[src/rtl/packet_rate_timer.sv]
// Programmable packet-rate timer: loadable period, continuous or one-shot runs,
// and a req/ack handshake toward the packet FSM with saturating overrun counting.
module packet_rate_timer #(
  parameter int CNT_WIDTH      = 25,
  parameter int DEFAULT_PERIOD = 10000000,
  parameter int OVR_WIDTH      = 8
) (
  input  logic                 CLK,
  input  logic                 RESET,
  input  logic                 ENABLE,
  input  logic                 MODE,
  input  logic                 START,
  input  logic [CNT_WIDTH-1:0] PERIOD_IN,
  input  logic                 PERIOD_LOAD,
  input  logic                 ACK,
  input  logic                 OVR_CLR,
  output logic [CNT_WIDTH-1:0] COUNT,
  output logic                 TICK,
  output logic                 SEND_REQ,
  output logic                 BUSY,
  output logic [OVR_WIDTH-1:0] OVERRUN_CNT
);

  localparam logic [CNT_WIDTH-1:0] DEF_PERIOD = CNT_WIDTH'(DEFAULT_PERIOD);

  typedef enum logic {IDLE, RUN} state_t;

  state_t               state;
  logic [CNT_WIDTH-1:0] active_period;
  logic [CNT_WIDTH-1:0] shadow_period;
  logic                 pending;
  logic                 terminal;
  logic                 transfer;
  logic                 overrun;

  // A clear that coincides with a lost tick leaves a count of one.
  function automatic logic [OVR_WIDTH-1:0] sat_ovr(input logic [OVR_WIDTH-1:0] cur,
                                                   input logic inc, input logic clr);
    if (clr) return inc ? OVR_WIDTH'(1) : '0;
    if (inc && (cur != '1)) return cur + OVR_WIDTH'(1);
    return cur;
  endfunction

  // Dropping ENABLE wins over a terminal count, so no tick is emitted then.
  always_comb begin
    terminal = (state == RUN) && ENABLE && (COUNT == active_period);
    transfer = pending && ((state == IDLE) || terminal);
    overrun  = terminal && SEND_REQ && !ACK;
  end

  always_ff @(posedge CLK) begin
    if (RESET) begin
      state         <= IDLE;
      COUNT         <= '0;
      TICK          <= 1'b0;
      SEND_REQ      <= 1'b0;
      BUSY          <= 1'b0;
      OVERRUN_CNT   <= '0;
      active_period <= DEF_PERIOD;
      shadow_period <= DEF_PERIOD;
      pending       <= 1'b0;
    end else begin
      TICK <= terminal;

      case (state)
        IDLE: begin
          COUNT <= '0;
          if (ENABLE && (!MODE || START)) begin
            state <= RUN;
            BUSY  <= 1'b1;
          end
        end
        RUN: begin
          if (!ENABLE) begin
            state <= IDLE;
            BUSY  <= 1'b0;
            COUNT <= '0;
          end else if (terminal) begin
            COUNT <= '0;
            if (MODE) begin
              state <= IDLE;
              BUSY  <= 1'b0;
            end
          end else begin
            COUNT <= COUNT + CNT_WIDTH'(1);
          end
        end
      endcase

      // A load on the transfer edge keeps pending set for the newer value.
      if (transfer) active_period <= shadow_period;
      if (PERIOD_LOAD) begin
        shadow_period <= PERIOD_IN;
        pending       <= 1'b1;
      end else if (transfer) begin
        pending <= 1'b0;
      end

      if (terminal)             SEND_REQ <= 1'b1;
      else if (SEND_REQ && ACK) SEND_REQ <= 1'b0;

      OVERRUN_CNT <= sat_ovr(OVERRUN_CNT, overrun, OVR_CLR);
    end
  end

endmodule

[config.mk]
export PLATFORM = sky130hd
export DESIGN_NAME = packet_rate_timer
export DESIGN_NICKNAME = d
export VERILOG_FILES = /design/src/rtl/packet_rate_timer.sv
export SDC_FILE = /design/constraint.sdc
export NUM_CORES = 1
export LEC_CHECK = 0
export ABC_AREA = 1
export BUFFER_PORTS_ARGS = -buffer_cell sky130_fd_sc_hd__buf_2
export CAP_MARGIN = 25
export CORE_UTILIZATION = 45
export DETAILED_ROUTE_END_ITERATION = 6
export PLACE_DENSITY = 0.69
export SYNTH_ARGS = -nofsm -noshare
export SYNTH_HDL_FRONTEND = slang
export SYNTH_SLANG_ARGS = --single-unit
[constraint.sdc]
create_clock -name CLK -period 3.45 [get_ports CLK]
set_clock_uncertainty 0.15 [all_clocks]
set_input_delay 0.69 -clock CLK [delete_from_list [all_inputs] [get_ports CLK]]
set_output_delay 0.69 -clock CLK [all_outputs]
set_load 0.03 [all_outputs]
== Yosys cells after proc, flatten, opt, wreduce, memory -nomap -nowiden ==
Index checks and enable logic that the tools add are counted.
W data, S select, Z words.

* Word-level logic and storage cells: 60
* Output and inout port bits: 36
* Bits in registers: 88

* Multiplexer cells: 27
* Add/sub/neg operators: 2
* Bitwise gates (word level): 1
* Equality and inequality tests: 5
* Reductions and logical operators: 16

{| class="wikitable"
|+ Operator list
! cell !! number
|-
| $mux W25 || 2
|-
| $pmux W25 S2 || 1
|-
| $mux W8 || 4
|-
| $add A25 B1 Y25 const B || 1
|-
| $eq A25 B25 Y1 || 1
|-
| $mux W1 || 18
|-
| $add A8 B1 Y8 const B || 1
|-
| $logic_and A1 B1 Y1 || 8
|-
| $ne A8 B8 Y1 const B || 1
|-
| $reduce_bool A2 Y1 || 3
|-
| $pmux W1 S2 || 2
|-
| $ne A3 B2 Y1 const B || 1
|-
| $ne A3 B3 Y1 const B || 1
|-
| $reduce_and A3 Y1 || 1
|-
| $logic_not A1 Y1 || 2
|-
| $logic_or A1 B1 Y1 || 2
|-
| $ne A2 B1 Y1 const B || 1
|-
| $not A1 Y1 || 1
|}

== Depth between registers and ports, before layout ==
* Depth in word-level cells: 10
* Depth in mapped cells: 14

== Worst setup path after synthesis ==
Ideal clock, no wire load.

* Path type: reg-to-reg
* Start: register COUNT[0]
* End: register COUNT[18]
* Arrival: 1.924 ns
* Cell stages (with the launch flop): 12
* Period minus slack after synthesis: 2.191 ns
* Path slack: 1.259 ns
* Cell sequence: dfxtp_1 ha_1 nand2_1 nor2_1 nand3_1 nor2_2 nand3_2 nor2_1 nand4_1 xnor2_1 inv_1 nor2_1

* Longest elaborated chain between the ends: 5
* Elaborated cells on any way between the ends: 6

{| class="wikitable"
|+ RTL lines
! what !! RTL line !! source
|-
| start, declared || 17 || <nowiki>output logic [CNT_WIDTH-1:0] COUNT,</nowiki>
|-
| start signal, assigned || 85 || <nowiki>COUNT <= COUNT + CNT_WIDTH'(1);</nowiki>
|-
| branches (longest 2 deep; another with $add A25 B1 Y25) || n/a ||
|-
| $mux W25 * || 78 || <nowiki>end else if (terminal) begin</nowiki>
|-
| $mux W25 * || 74 || <nowiki>if (!ENABLE) begin</nowiki>
|-
| $pmux W25 S2 * || 65 || <nowiki>case (state)</nowiki>
|}

Mark *: on every way between the ends.
A chain may end at the register's enable or synchronous reset.

== Final worst setup path ==
* Start: register COUNT[19]
* End: register active_period[8]

* Longest elaborated chain between the ends: 4

{| class="wikitable"
|+ RTL lines
! what !! RTL line !! source
|-
| $eq A25 B25 Y1 || 46 || <nowiki>terminal = (state == RUN) && ENABLE && (COUNT == active_period);</nowiki>
|-
| $logic_and A1 B1 Y1 || 46 ||
|-
| $logic_or A1 B1 Y1 || 47 || <nowiki>transfer = pending && ((state == IDLE) || terminal);</nowiki>
|-
| $logic_and A1 B1 Y1 || 47 ||
|-
| end signal, assigned || 91 || <nowiki>if (transfer) active_period <= shadow_period;</nowiki>
|-
| end, declared || 29 || <nowiki>logic [CNT_WIDTH-1:0] active_period;</nowiki>
|}

No other way between the ends.

==> parameters.txt <==
Parameter                              Value

Run status
  Result of the run    complete, no violations

CTS
  TritonCTS clock tree    built
  Count of hold-fix buffers inserted at cts    0
  Clock transition at the registers of the reported paths    about 0.090 ns
  Sinks on the clock net    between 80 and 90
  Number of buffers between clock root and the deepest sink    2
  CTS buffer count    9
  Buffers inserted during post-CTS setup optimization    0
  Worst-skew pair later-pin latency    around 0.35 ns
  Number of gates given a new drive strength after cts    0
  Root buffer cell    sky130_fd_sc_hd__clkbuf_8
  H-tree depth reported by CTS    3

Critical path
  Max FO, Critical Path    27
  Family of cells with the greatest summed delay on the critical path    simple AND/OR/NAND/NOR gates
  WP data required    between 3 and 4 ns
  Slowest stage cell, crit path    sky130_fd_sc_hd__dfxtp_1
  Register-to-register setup slack    between 0.9 and 1 ns
  Most frequent cell on the critical path    sky130_fd_sc_hd__nand2_1
  Worst-case reg-to-reg path depth    12
  Element type at the critical path end    register
  Nature of the critical path startpoint    register
  Crit path kind    register to register
  Worst R2R Start    COUNT[19]
  Cell-by-cell trace of the critical path    inv_1 > nand2_1 > nand3b_1 > nor2_1 > nand3_1 > nor2_2 > inv_2 > o21ai_4 > buf_4 > nand2_4 > nand2_1 > a21oi_1
  Buf+Inv Stages, Crit Path    3
  Source of the critical timing path    COUNT[19]
  CP Data Arrival Time    between 2 and 3 ns
  Stage delay of the slowest cell on the critical path    0.48 ns
  Worst r2r dst    active_period[8]

Worst hold path
  Worst-case hold path end point    shadow_period[9]
  Hold_sp    shadow_period[9]
  Tightest Hold Check Type    register to register
  Worst hold path stage count    2

Logic synthesis
  Proportion of synthesized flip-flops having asynchronous set or reset    0%
  Sequential-to-total area share from yosys stat    41.9%
  EDFF count, synth    0
  Count of unique library cells instantiated by Yosys    30
  Yosys warning count    0
  Synthesized net count    between 600 and 700
  Number of standard cells after synthesis    626
  Post-Syn Area    0.00421 sq mm
  Ys flop type    sky130_fd_sc_hd__dfxtp_1
  Synthesized area per cell    between 6 and 7 sq um
  Synthesized flop and latch total    88

Die
  Die Y    between 90 and 100 um
  Die area    0.00974 sq mm
  Effective utilization at floorplan    a little under half
  Core box area    approximately 0.0089 sq mm
  Std cell rows    34
  Die Span X    between 90 and 100 um
  Top-level port count    69

Cells and area
  NumNets Final    around 720
  Ant. Diodes    0
  Non-Filler Cell Area, Final    ~0.0048 sq mm
  Fraction of layout cells with a size suffix above 1    roughly 15%
  Utilization after layout    between 50% and 60%
  Non-Filler Instances    roughly 800
  Post-synthesis to final-layout area growth    13.6%
  Number of fill cells    905

Placed design
  Post-Place Setup Slack    about 1 ns
  Post-DP HPWL    about 7200 um
  Post-DP Area    roughly 0.0046 sq mm
  Buffers added on ports    68
  Placed Cells incl. Taps    ~800
  Routability-driven placement congestion ratio    0.852

GRT
  Global-route usage over all layers    approximately a fifth
  GR Overflow Total    0
  Vias in the first global route    3568
  Largest net degree at the start of global routing    37
  Number of antenna violations at the first check in global routing    0
  Global-route wire length before repair    around 16000 um

Detailed routing
  ANT nets after route    0
  Average via count per standard cell    slightly below 5
  Average wire per cell in the routed design    between 10 and 15 um
  Detailed Route WL    roughly 9700 um
  DR DRC count    0
  Detailed Route Iter0 Violations    196
  Drt first pass iters    4
  Detailed-route via count    between 3k and 4k

Power
  Power Total    ~2.0 mW
  Clk network pwr share    36.8%
  Worst VDD drop    approximately 0.24 mV
  Fraction of power consumed by combinational cells    7.7%
  Sequential fraction of design power    55.5%
  Switching part of the total power    25.7%
  Leakage power summed over all cells    2.12 nW
  Pwr dens    approximately 410 mW/mm^2
  Switching power summed over all nets    between 0.5 and 0.6 mW
  Internal    between 1 and 1.5 mW

STA
  Final worst path period need    2.48 ns
  Summed negative setup slack over all endpoints    0 ns
  Slew headroom    43.8%
  Number of pins with negative max-slew slack in the final report    0
  Final period utilization    72.0%
  Maximum clock rate    between 400 and 500 MHz
  Final count of hold timing violations    0
  Min Hold Slack    around 0.32 ns
  RSZ-0062 raised after global routing    no
  Final worst slack    approximately 0.97 ns
  Final Setup Violations    0
  Transition time at the pin with the least slew margin    0.842 ns

Flow run
  Max-cap check violation count    0
==> worst max-delay path by stage <==
stage,to,slack (ns),cells past startpoint
4_1_cts,active_period[15],0.97,12
3_5_place_dp,active_period[4],1.00,12
5_1_grt,active_period[13],0.74,12
2_1_floorplan,COUNT[18],1.26,11
3_3_place_gp,active_period[3],1.09,12
6_report,active_period[8],0.97,12
==> area by class of cell <==
cell class	count	area, sq um	area share [%]
clock buffers	10	128	2.67
inverters	74	278	5.81
well taps	108	135	2.83
clock inverters	6	67.6	1.41
repair buffers	71	363	7.59
multi-input cells	442	2050	42.8
flip-flops and latches	88	1760	36.8
==> registers in the layout (all words and copies together) (netlist names) <==
name	cells
pending	1
SEND_REQ	1
TICK	1
state	1
BUSY	1
shadow_period	25
active_period	25
COUNT	25
OVERRUN_CNT	8
==> layer usage <==
layer	vias to the layer above	global-route usage (%)	part of all wire [%]
li1	2084	-	-
met1	1768	29.5	51
met2	92	33.0	43
met3	10	2.77	4.5
met4	0	6.77	1.3
met5	-	0	0
==> synth_stat cells (9+ instances only) <==
cell type | n | area share [%]
sky130_fd_sc_hd__nand2_1 | 158 | 14
sky130_fd_sc_hd__nor2_1 | 107 | 9.5
sky130_fd_sc_hd__dfxtp_1 | 88 | 42
sky130_fd_sc_hd__inv_1 | 63 | 5.6
sky130_fd_sc_hd__nand3_1 | 61 | 7.3
sky130_fd_sc_hd__a21oi_1 | 29 | 3.4
sky130_fd_sc_hd__o21ai_0 | 19 | 2.3
sky130_fd_sc_hd__nor3_1 | 13 | 1.5
sky130_fd_sc_hd__clkbuf_1 | 12 | 1.1
sky130_fd_sc_hd__nand4_1 | 11 | 1.6
sky130_fd_sc_hd__xnor2_1 | 11 | 2.3
sky130_fd_sc_hd__xor2_1 | 9 | 1.9
==> worst min-delay path: cells and delay by family, from the launching register on <==
kind | cells | cell delay, ns
and+or+nand+nor | 2 | 0.11
DFF | 1 | 0.34
==> power by group through the flow <==
| stage | clock network [mW] | registers (mW) | logic, mW |
|---|---|---|---|
| after floorplan | 0 | 1.09 | 0.117 |
| after global placement | 0 | 1.11 | 0.146 |
| after detailed placement | 0 | 1.11 | 0.151 |
| after CTS | 0.734 | 1.08 | 0.151 |
| after global routing | 0.777 | 1.09 | 0.174 |
| final | 0.717 | 1.08 | 0.151 |
==> cells by family after synthesis <==
logic type	synth area share (%)
flip-flops	41.9
AND/OR/NAND/NOR	37.3
buffers and inverters	9.46
AO/OA/AOI/OAI	6.60
XOR/XNOR	4.16
adder cells (fa/ha/maj)	0.595
==> layout by cell type (no fill, tap or decap) <==
master / netlist / routed
sky130_fd_sc_hd__nor3b_1: 5 / 5
sky130_fd_sc_hd__a21oi_1: 29 / 29
sky130_fd_sc_hd__xor2_1: 9 / 9
sky130_fd_sc_hd__dfxtp_1: 88 / 88
sky130_fd_sc_hd__buf_2: 5 / 68
sky130_fd_sc_hd__nor2_2: 5 / 5
sky130_fd_sc_hd__nand2_4: 1 / 1
sky130_fd_sc_hd__clkinv_2: 0 / 1
sky130_fd_sc_hd__clkinvlp_4: 0 / 2
sky130_fd_sc_hd__nor3_2: 1 / 1
sky130_fd_sc_hd__buf_4: 0 / 3
sky130_fd_sc_hd__nand2_1: 158 / 158
sky130_fd_sc_hd__nor2_1: 107 / 107
sky130_fd_sc_hd__ha_1: 2 / 2
sky130_fd_sc_hd__nand3_1: 61 / 61
sky130_fd_sc_hd__o21a_1: 1 / 1
sky130_fd_sc_hd__nand3b_1: 1 / 1
sky130_fd_sc_hd__nor4_1: 2 / 2
sky130_fd_sc_hd__a21boi_0: 1 / 1
sky130_fd_sc_hd__clkbuf_1: 12 / 1
sky130_fd_sc_hd__bufinv_16: 0 / 1
sky130_fd_sc_hd__clkbuf_8: 0 / 9
sky130_fd_sc_hd__inv_2: 8 / 8
sky130_fd_sc_hd__o21ai_0: 19 / 19
sky130_fd_sc_hd__a31oi_1: 1 / 1
sky130_fd_sc_hd__nand4_1: 11 / 11
sky130_fd_sc_hd__xnor2_1: 11 / 11
sky130_fd_sc_hd__inv_1: 63 / 63
sky130_fd_sc_hd__o21ai_4: 1 / 1
sky130_fd_sc_hd__inv_6: 0 / 2
sky130_fd_sc_hd__nand2b_1: 1 / 1
sky130_fd_sc_hd__nor3_1: 13 / 13
sky130_fd_sc_hd__clkinv_1: 3 / 3
sky130_fd_sc_hd__nand3_2: 2 / 2
Power figures use the tool's default switching activity.
